--- src/rtl/arb_types.sv ---
// ----------------------------------------------------------------------------
// arb_types
// Shared types and constants for the I/D cache line-port arbiter.
//   arb_state_t : arbiter FSM states
//   grant_t     : which requester received the most recent grant
//   DEF_LINE_W  : default cache line width in bits
//   DEF_OFFSET_W: default byte-offset width cleared on memory addresses
//   line_align  : clears the byte-offset bits of a line address
// ----------------------------------------------------------------------------
package arb_types;

   localparam int DEF_LINE_W   = 256;
   localparam int DEF_OFFSET_W = 5;

   typedef enum logic [2:0] {
      IDLE,
      BUSY_I,
      BUSY_D,
      RESP_I,
      RESP_D
   } arb_state_t;

   typedef enum logic {
      GRANT_I,
      GRANT_D
   } grant_t;

   function automatic logic [31:0] line_align(input logic [31:0] addr,
                                              input int unsigned off_w);
      return addr & ~((32'h1 << off_w) - 32'h1);
   endfunction

endpackage

--- src/rtl/cache_arbiter_if.sv ---
// ----------------------------------------------------------------------------
// cache_arbiter_if
// Bundles the I-cache miss port, the D-cache miss port and the physical
// memory line port seen by cache_arbiter.
//   slave  : the arbiter's view (takes cache requests and memory
//            completions, drives cache responses and memory commands)
//   master : the surrounding system's view (caches plus memory)
// ----------------------------------------------------------------------------
interface cache_arbiter_if
   import arb_types::*;
#(
   parameter int LINE_W = DEF_LINE_W
);
   // I-cache side
   logic              i_read;
   logic [31:0]       i_addr;
   logic [LINE_W-1:0] i_rdata;
   logic              i_resp;
   // D-cache side
   logic              d_read;
   logic              d_write;
   logic [31:0]       d_addr;
   logic [LINE_W-1:0] d_wdata;
   logic [LINE_W-1:0] d_rdata;
   logic              d_resp;
   // memory side
   logic              mem_read;
   logic              mem_write;
   logic [31:0]       mem_addr;
   logic [LINE_W-1:0] mem_wdata;
   logic [LINE_W-1:0] mem_rdata;
   logic              mem_resp;

   modport slave (
      input  i_read, i_addr, d_read, d_write, d_addr, d_wdata,
             mem_rdata, mem_resp,
      output i_rdata, i_resp, d_rdata, d_resp,
             mem_read, mem_write, mem_addr, mem_wdata
   );

   modport master (
      output i_read, i_addr, d_read, d_write, d_addr, d_wdata,
             mem_rdata, mem_resp,
      input  i_rdata, i_resp, d_rdata, d_resp,
             mem_read, mem_write, mem_addr, mem_wdata
   );

endinterface

--- src/rtl/cache_arbiter.sv ---
// ----------------------------------------------------------------------------
// cache_arbiter
// Serializes I-cache line fills and D-cache fills/write-backs onto a single
// memory line port. The winning request is latched on the grant edge and
// presented to memory from registers until mem_resp; the requester then sees
// a one-cycle response pulse with the line register on its rdata bus.
// Simultaneous requests alternate, data side first after reset.
// Ports:
//   clk - clock, all state on the rising edge
//   rst - asynchronous active-low reset
//   bus - cache_arbiter_if.slave: I/D cache miss ports and memory line port
// ----------------------------------------------------------------------------
module cache_arbiter
   import arb_types::*;
#(
   parameter int LINE_W   = DEF_LINE_W,
   parameter int OFFSET_W = DEF_OFFSET_W
) (
   input  logic           clk,
   input  logic           rst,
   cache_arbiter_if.slave bus
);

   arb_state_t        r_state;
   grant_t            r_last_grant;
   logic              r_mem_read;
   logic              r_mem_write;
   logic [31:0]       r_addr;
   logic [LINE_W-1:0] r_wdata;
   logic [LINE_W-1:0] r_line;
   logic              r_i_resp;
   logic              r_d_resp;

   logic w_i_pend;
   logic w_d_pend;
   logic w_pick_d;
   logic w_d_is_write;

   assign w_i_pend     = bus.i_read;
   assign w_d_pend     = bus.d_read | bus.d_write;
   // A write-back must land before the refill that follows it, so a
   // simultaneous read+write from the D-cache is executed as the write.
   assign w_d_is_write = bus.d_write;
   // D wins when alone, or on a tie when I was granted last.
   assign w_pick_d     = w_d_pend & (~w_i_pend | (r_last_grant == GRANT_I));

   always_ff @(posedge clk or negedge rst) begin
      if (!rst) begin
         r_state      <= IDLE;
         r_last_grant <= GRANT_I;
         r_mem_read   <= 1'b0;
         r_mem_write  <= 1'b0;
         r_addr       <= '0;
         r_wdata      <= '0;
         r_line       <= '0;
         r_i_resp     <= 1'b0;
         r_d_resp     <= 1'b0;
      end else begin
         case (r_state)
            IDLE: begin
               if (w_pick_d) begin
                  r_state      <= BUSY_D;
                  r_last_grant <= GRANT_D;
                  r_addr       <= line_align(bus.d_addr, OFFSET_W);
                  r_mem_read   <= ~w_d_is_write;
                  r_mem_write  <= w_d_is_write;
                  if (w_d_is_write) begin
                     r_wdata <= bus.d_wdata;
                  end
               end else if (w_i_pend) begin
                  r_state      <= BUSY_I;
                  r_last_grant <= GRANT_I;
                  r_addr       <= line_align(bus.i_addr, OFFSET_W);
                  r_mem_read   <= 1'b1;
                  r_mem_write  <= 1'b0;
               end
            end
            BUSY_I, BUSY_D: begin
               if (bus.mem_resp) begin
                  // Write completions leave the line register untouched.
                  if (r_mem_read) begin
                     r_line <= bus.mem_rdata;
                  end
                  r_mem_read  <= 1'b0;
                  r_mem_write <= 1'b0;
                  if (r_state == BUSY_D) begin
                     r_state  <= RESP_D;
                     r_d_resp <= 1'b1;
                  end else begin
                     r_state  <= RESP_I;
                     r_i_resp <= 1'b1;
                  end
               end
            end
            RESP_I, RESP_D: begin
               r_i_resp <= 1'b0;
               r_d_resp <= 1'b0;
               r_state  <= IDLE;
            end
            default: begin
               r_state <= IDLE;
            end
         endcase
      end
   end

   assign bus.mem_read  = r_mem_read;
   assign bus.mem_write = r_mem_write;
   assign bus.mem_addr  = r_addr;
   assign bus.mem_wdata = r_wdata;
   assign bus.i_rdata   = r_line;
   assign bus.d_rdata   = r_line;
   assign bus.i_resp    = r_i_resp;
   assign bus.d_resp    = r_d_resp;

endmodule

--- src/flat_wrapper.sv ---
// flat-port wrapper written by rule: the top's interface ports become plain ports
module cache_arbiter_flat import arb_types::*;
#(
   parameter int LINE_W   = DEF_LINE_W,
   parameter int OFFSET_W = DEF_OFFSET_W
)
  (clk, rst, bus_i_read, bus_i_addr, bus_d_read, bus_d_write, bus_d_addr, bus_d_wdata, bus_mem_rdata, bus_mem_resp, bus_i_rdata, bus_i_resp, bus_d_rdata, bus_d_resp, bus_mem_read, bus_mem_write, bus_mem_addr, bus_mem_wdata);
  cache_arbiter_if #(.LINE_W(LINE_W)) bus_i ();
  input  logic clk;
  input  logic rst;
  input wire logic [$bits(bus_i.i_read)-1:0] bus_i_read;
  input wire logic [$bits(bus_i.i_addr)-1:0] bus_i_addr;
  input wire logic [$bits(bus_i.d_read)-1:0] bus_d_read;
  input wire logic [$bits(bus_i.d_write)-1:0] bus_d_write;
  input wire logic [$bits(bus_i.d_addr)-1:0] bus_d_addr;
  input wire logic [$bits(bus_i.d_wdata)-1:0] bus_d_wdata;
  input wire logic [$bits(bus_i.mem_rdata)-1:0] bus_mem_rdata;
  input wire logic [$bits(bus_i.mem_resp)-1:0] bus_mem_resp;
  output wire logic [$bits(bus_i.i_rdata)-1:0] bus_i_rdata;
  output wire logic [$bits(bus_i.i_resp)-1:0] bus_i_resp;
  output wire logic [$bits(bus_i.d_rdata)-1:0] bus_d_rdata;
  output wire logic [$bits(bus_i.d_resp)-1:0] bus_d_resp;
  output wire logic [$bits(bus_i.mem_read)-1:0] bus_mem_read;
  output wire logic [$bits(bus_i.mem_write)-1:0] bus_mem_write;
  output wire logic [$bits(bus_i.mem_addr)-1:0] bus_mem_addr;
  output wire logic [$bits(bus_i.mem_wdata)-1:0] bus_mem_wdata;
  assign bus_i.i_read = bus_i_read;
  assign bus_i.i_addr = bus_i_addr;
  assign bus_i.d_read = bus_d_read;
  assign bus_i.d_write = bus_d_write;
  assign bus_i.d_addr = bus_d_addr;
  assign bus_i.d_wdata = bus_d_wdata;
  assign bus_i.mem_rdata = bus_mem_rdata;
  assign bus_i.mem_resp = bus_mem_resp;
  assign bus_i_rdata = bus_i.i_rdata;
  assign bus_i_resp = bus_i.i_resp;
  assign bus_d_rdata = bus_i.d_rdata;
  assign bus_d_resp = bus_i.d_resp;
  assign bus_mem_read = bus_i.mem_read;
  assign bus_mem_write = bus_i.mem_write;
  assign bus_mem_addr = bus_i.mem_addr;
  assign bus_mem_wdata = bus_i.mem_wdata;
  cache_arbiter #(.LINE_W(LINE_W), .OFFSET_W(OFFSET_W)) u_core (.clk(clk), .rst(rst), .bus(bus_i));
endmodule
--- config.mk ---
export PLATFORM = sky130hd
export DESIGN_NAME = cache_arbiter_flat
export DESIGN_NICKNAME = d
export VERILOG_FILES = /design/src/rtl/arb_types.sv /design/src/rtl/cache_arbiter_if.sv /design/src/rtl/cache_arbiter.sv /design/src/flat_wrapper.sv
export SDC_FILE = /design/constraint.sdc
export NUM_CORES = 1
export LEC_CHECK = 0
export ABC_AREA = 1
export BUFFER_PORTS_ARGS = -buffer_cell sky130_fd_sc_hd__buf_2
export CORE_AREA = 2 2 536 538
export CTS_CLUSTER_SIZE = 12
export DETAILED_ROUTE_END_ITERATION = 16
export DIE_AREA = 0 0 538 540
export PLACE_DENSITY = 0.3
export REMOVE_ABC_BUFFERS = 1
export SLEW_MARGIN = 10
export SYNTH_ARGS = -nofsm -noshare
export SYNTH_HDL_FRONTEND = slang
export SYNTH_SLANG_ARGS = --single-unit
--- constraint.sdc ---
create_clock -name clk -period 3.9 [get_ports clk]
set_input_delay 0.195 -clock clk [delete_from_list [all_inputs] [get_ports clk]]
set_output_delay 0.195 -clock clk [all_outputs]
set_load 0.02 [all_outputs]
==> parameters.txt <==
Parameter                              Value

Placement
  Worst Setup Slack post-DPL ... 1.221 ns
  RD Place Congestion ... around 0.95
  Number of buffer cells added on primary ports ... 1,370
  DP HPWL ... approximately 140,000 um

CTS
  Clock-pin slew of the registers on the worst-case setup and hold paths ... around 0.050 ns
  Hold-fix buffers at CTS ... between 500 and 600
  Post-CTS setup-driven buffer insertion count ... 0
  Total number of clock tree sinks ... between 500 and 600
  Number of levels in the clock H-tree ... 3
  Gates resized, CTS repair ... 0
  TritonCTS Buffers ... slightly above 80
  Maximum clock insertion buffer count ... 4
  Clock network latency to the later pin of the worst-skew pair ... around 0.79 ns
  Clock tree root driver cell ... sky130_fd_sc_hd__clkbuf_16
  CTS tree ... done

Finish
  Signed area change from the synthesized netlist to the final layout ... 69.54%
  Leading cell type in the layout, fill and taps excluded ... sky130_fd_sc_hd__buf_2
  Layout fillers ... approximately 33k
  Commonest cells after routing, fill and taps aside ... 1,369 x sky130_fd_sc_hd__buf_2, 877 x sky130_fd_sc_hd__nand2_1, 585 x sky130_fd_sc_hd__dlygate4sd3_1, 547 x sky130_fd_sc_hd__dfrtp_1, 294 x sky130_fd_sc_hd__inv_1
  Final layout net count ... approximately 5.0k
  Fraction of layout instances using a drive strength above 1 ... 0.3995
  Area used by multi-input combinational logic ... 7082 sq um
  Register area ... ~14,000 sq um

Detailed routing
  WL final ... 169,400 um
  DR pass1 iterations ... 5
  Routed length per instance ... between 20 and 25 um
  Via count ... 24.83k
  Remaining number of nets flagged by the antenna check after routing ... 0
  Per-cell via count in the routed design ... 3.025
  Drt first-iter violations ... about 1.1k
  Residual DRC count ... 0

STA
  Relative max-transition margin ... 0.3902
  Final-report hold violation count ... 0
  Part of the cycle the worst path needs ... 0.6541
  Final number of setup-violating endpoints ... 0
  Pin slew with the least headroom to its limit ... 0.9146 ns
  Final number of max-transition violations ... 0
  Fmax achieved ... 392.0 MHz
  Final worst slack ... approximately 1.3 ns
  Minimum clock period ... 2.551 ns
  Fin Clk Skew ... roughly 0.04 ns
  Setup repair after global routing missed its margin ... no

Flow run
  Max Cap Violations ... 0

Global route
  Gr usage total ... 0.1121
  Residual overflow from global routing ... 0
  Largest net degree at the start of global routing ... between 100 and 150
  Via count of the first global-routing pass ... 25.45k
  First-pass GRT wire length ... around 220,000 um
  Number of antenna violations at the first check in global routing ... between 50 and 60

Logic synthesis
  Xor-xnor portion of the synthesized cell area ... 0
  Post-synthesis adder-cell area fraction ... 0
  Synthesized area divided by synthesized cell count ... 9.287 sq um
  Number of synthesized register bits ... 547
  Count of warnings emitted by yosys ... 0
  Post-synthesis cell count ... 2,695
  Complex-gate fraction of the synthesized area ... 0.09379
  Main combinational cell family by area after synthesis ... simple AND/OR/NAND/NOR gates
  Basic-gate share of the synthesized area counting and, or, nand and nor cells ... 0.1879
  Count of different cell masters after synthesis ... 20
  Sequential area share after synthesis ... 0.5469
  Multiplexer fraction of the synthesized cell area ... 0
  Area of the mapped netlist ... roughly 25,000 sq um

Worst setup path
  Source of the worst register-to-register timing path ... u_core.r_state[0]$_DFFE_PN0P_
  Top cell by count, worst path ... sky130_fd_sc_hd__nand2_1
  Gate family responsible for the most delay along the worst path ... simple AND/OR/NAND/NOR gates
  CP Cell Sequence ... nor2_2, nand2_2, inv_8, nand2_8, buf_4, nand2_1, nand2_1
  Worst setup path category ... flop to flop
  CP required ... around 4.6 ns
  Worst EP arrival ... roughly 3.2 ns
  Number of buffer and inverter stages on the critical path ... 2
  Worst Setup End Kind ... flop
  Worst-path cell with the longest stage delay ... sky130_fd_sc_hd__buf_4
  Maximum fanout encountered on the critical timing path ... 86
  Launching element type of the critical path ... flop
  Worst setup startpoint ... u_core.r_state[0]$_DFFE_PN0P_
  Delay of the slowest cell on the worst path ... 0.51 ns

Floorplan
  Die area ... just under 300,000 sq um
  Boundary pin count ... around 1.4k
  Cell row count ... ~200
  Placeable core region ... ~280,000 sq um
  Die height ... around 540 um
  Width of the die ... roughly 540 um
  Initial core utilization ... 0.08798

Power and ir drop
  Worst-case vdd ir drop ... 0.0005363 V
  Power density over the cells ... about 800 nW/um^2
  Leakage power of the design ... roughly 22 nW
  Total power after layout ... roughly 35 mW

Hold path
  Min-Delay Path Class ... input pin to asynchronous set/reset pin

Status
  Result of the run ... finished clean
-- path summary, 6_finish.rpt --
check                           cells past startpoint                                     to  slack (ns)
worst max-delay path                                7   u_core.bus.mem_wdata[22]$_DFFE_PN0P_        1.35
worst min-delay path                                2  u_core.bus.mem_wdata[210]$_DFFE_PN0P_        0.07
worst max register to register                      7   u_core.bus.mem_wdata[22]$_DFFE_PN0P_        1.35
worst min register to register                      2  u_core.bus.mem_wdata[142]$_DFFE_PN0P_        0.46
max in group asynchronous                           3  u_core.bus.mem_wdata[245]$_DFFE_PN0P_        2.58
min in group clk                                    4   u_core.bus.mem_wdata[49]$_DFFE_PN0P_        0.18
-- layer usage --
metal,wire length [um],global-route usage,share of wire,up-vias
met4,8125,0.04729,0.048,18
met2,77970,0.1860,0.46,1143
li1,-,-,-,11490
met5,115,0,0.00068,-
met1,68330,0.1313,0.40,11930
met3,14880,0.03664,0.088,251
-- registers in the layout, summed over array words and instances (netlist names) --
| register | flops |
|---|---|
| u_core.bus.d_rdata | 256 |
| u_core.bus.d_resp | 1 |
| u_core.bus.i_resp | 1 |
| u_core.bus.mem_addr | 27 |
| u_core.bus.mem_read | 1 |
| u_core.bus.mem_wdata | 256 |
| u_core.bus.mem_write | 1 |
| u_core.r_last_grant | 1 |
| u_core.r_state | 3 |
-- through the flow --
stage / setup TNS [ns] / instances / area [sq um] / utilization / hold slack, ns
4_1_cts: 0 / 8195 / 42400 / 0.1490 / 0.05683
6_report: 0 / 8209 / 42430 / 0.1492 / 0.07363
3_3_place_gp: 0 / 7470 / 33980 / 0.1194 / 0.3027
2_1_floorplan: -1167.19 / 2289 / 21870 / - / -0.1006
3_5_place_dp: 0 / 7470 / 33980 / 0.1194 / 0.3033
5_1_grt: 0 / 8202 / 42410 / 0.1491 / 0.09206
-- final cells by class --
cell class,instances,area share
clock inverters,17,0.004099
inverters,296,0.02636
diodes,14,0.0008256
repair buffers,2004,0.3120
well taps,3762,0.1109
clock buffers,123,0.05626
flip-flops and latches,547,0.3226
multi-input cells,1446,0.1669
-- Yosys cell counts, drive strengths merged --
master / instances / area, sq um
o21ai: 258 / 2140
nor2: 13 / 66.32
nand2: 881 / 3317
dfrtp: 547 / 13690
clkbuf: 11 / 41.29
buf: 399 / 3134
a21oi: 1 / 5.000
conb: 1 / 3.750
o211ai: 27 / 202.7
nand3: 261 / 1319
inv: 296 / 1111
-- kinds of logic (layout without fill, tap and decap cells) --
family	count (synthesis)	count (layout)
and+or+nand+nor	1155	1155
buffers and inverters	706	2440
DFF	547	547
AOI/OAI and AO/OA	286	286
other	1	19
-- report_power, final --
part / switching, mW / internal [mW] / total, mW
clock: 3.01 / 4.29 / 7.30
combinational: 11.8 / 5.13 / 17.0
sequential: 2.25 / 8.28 / 10.5
total: 17.1 / 17.7 / 34.8
(Power assumes the default switching activity.)
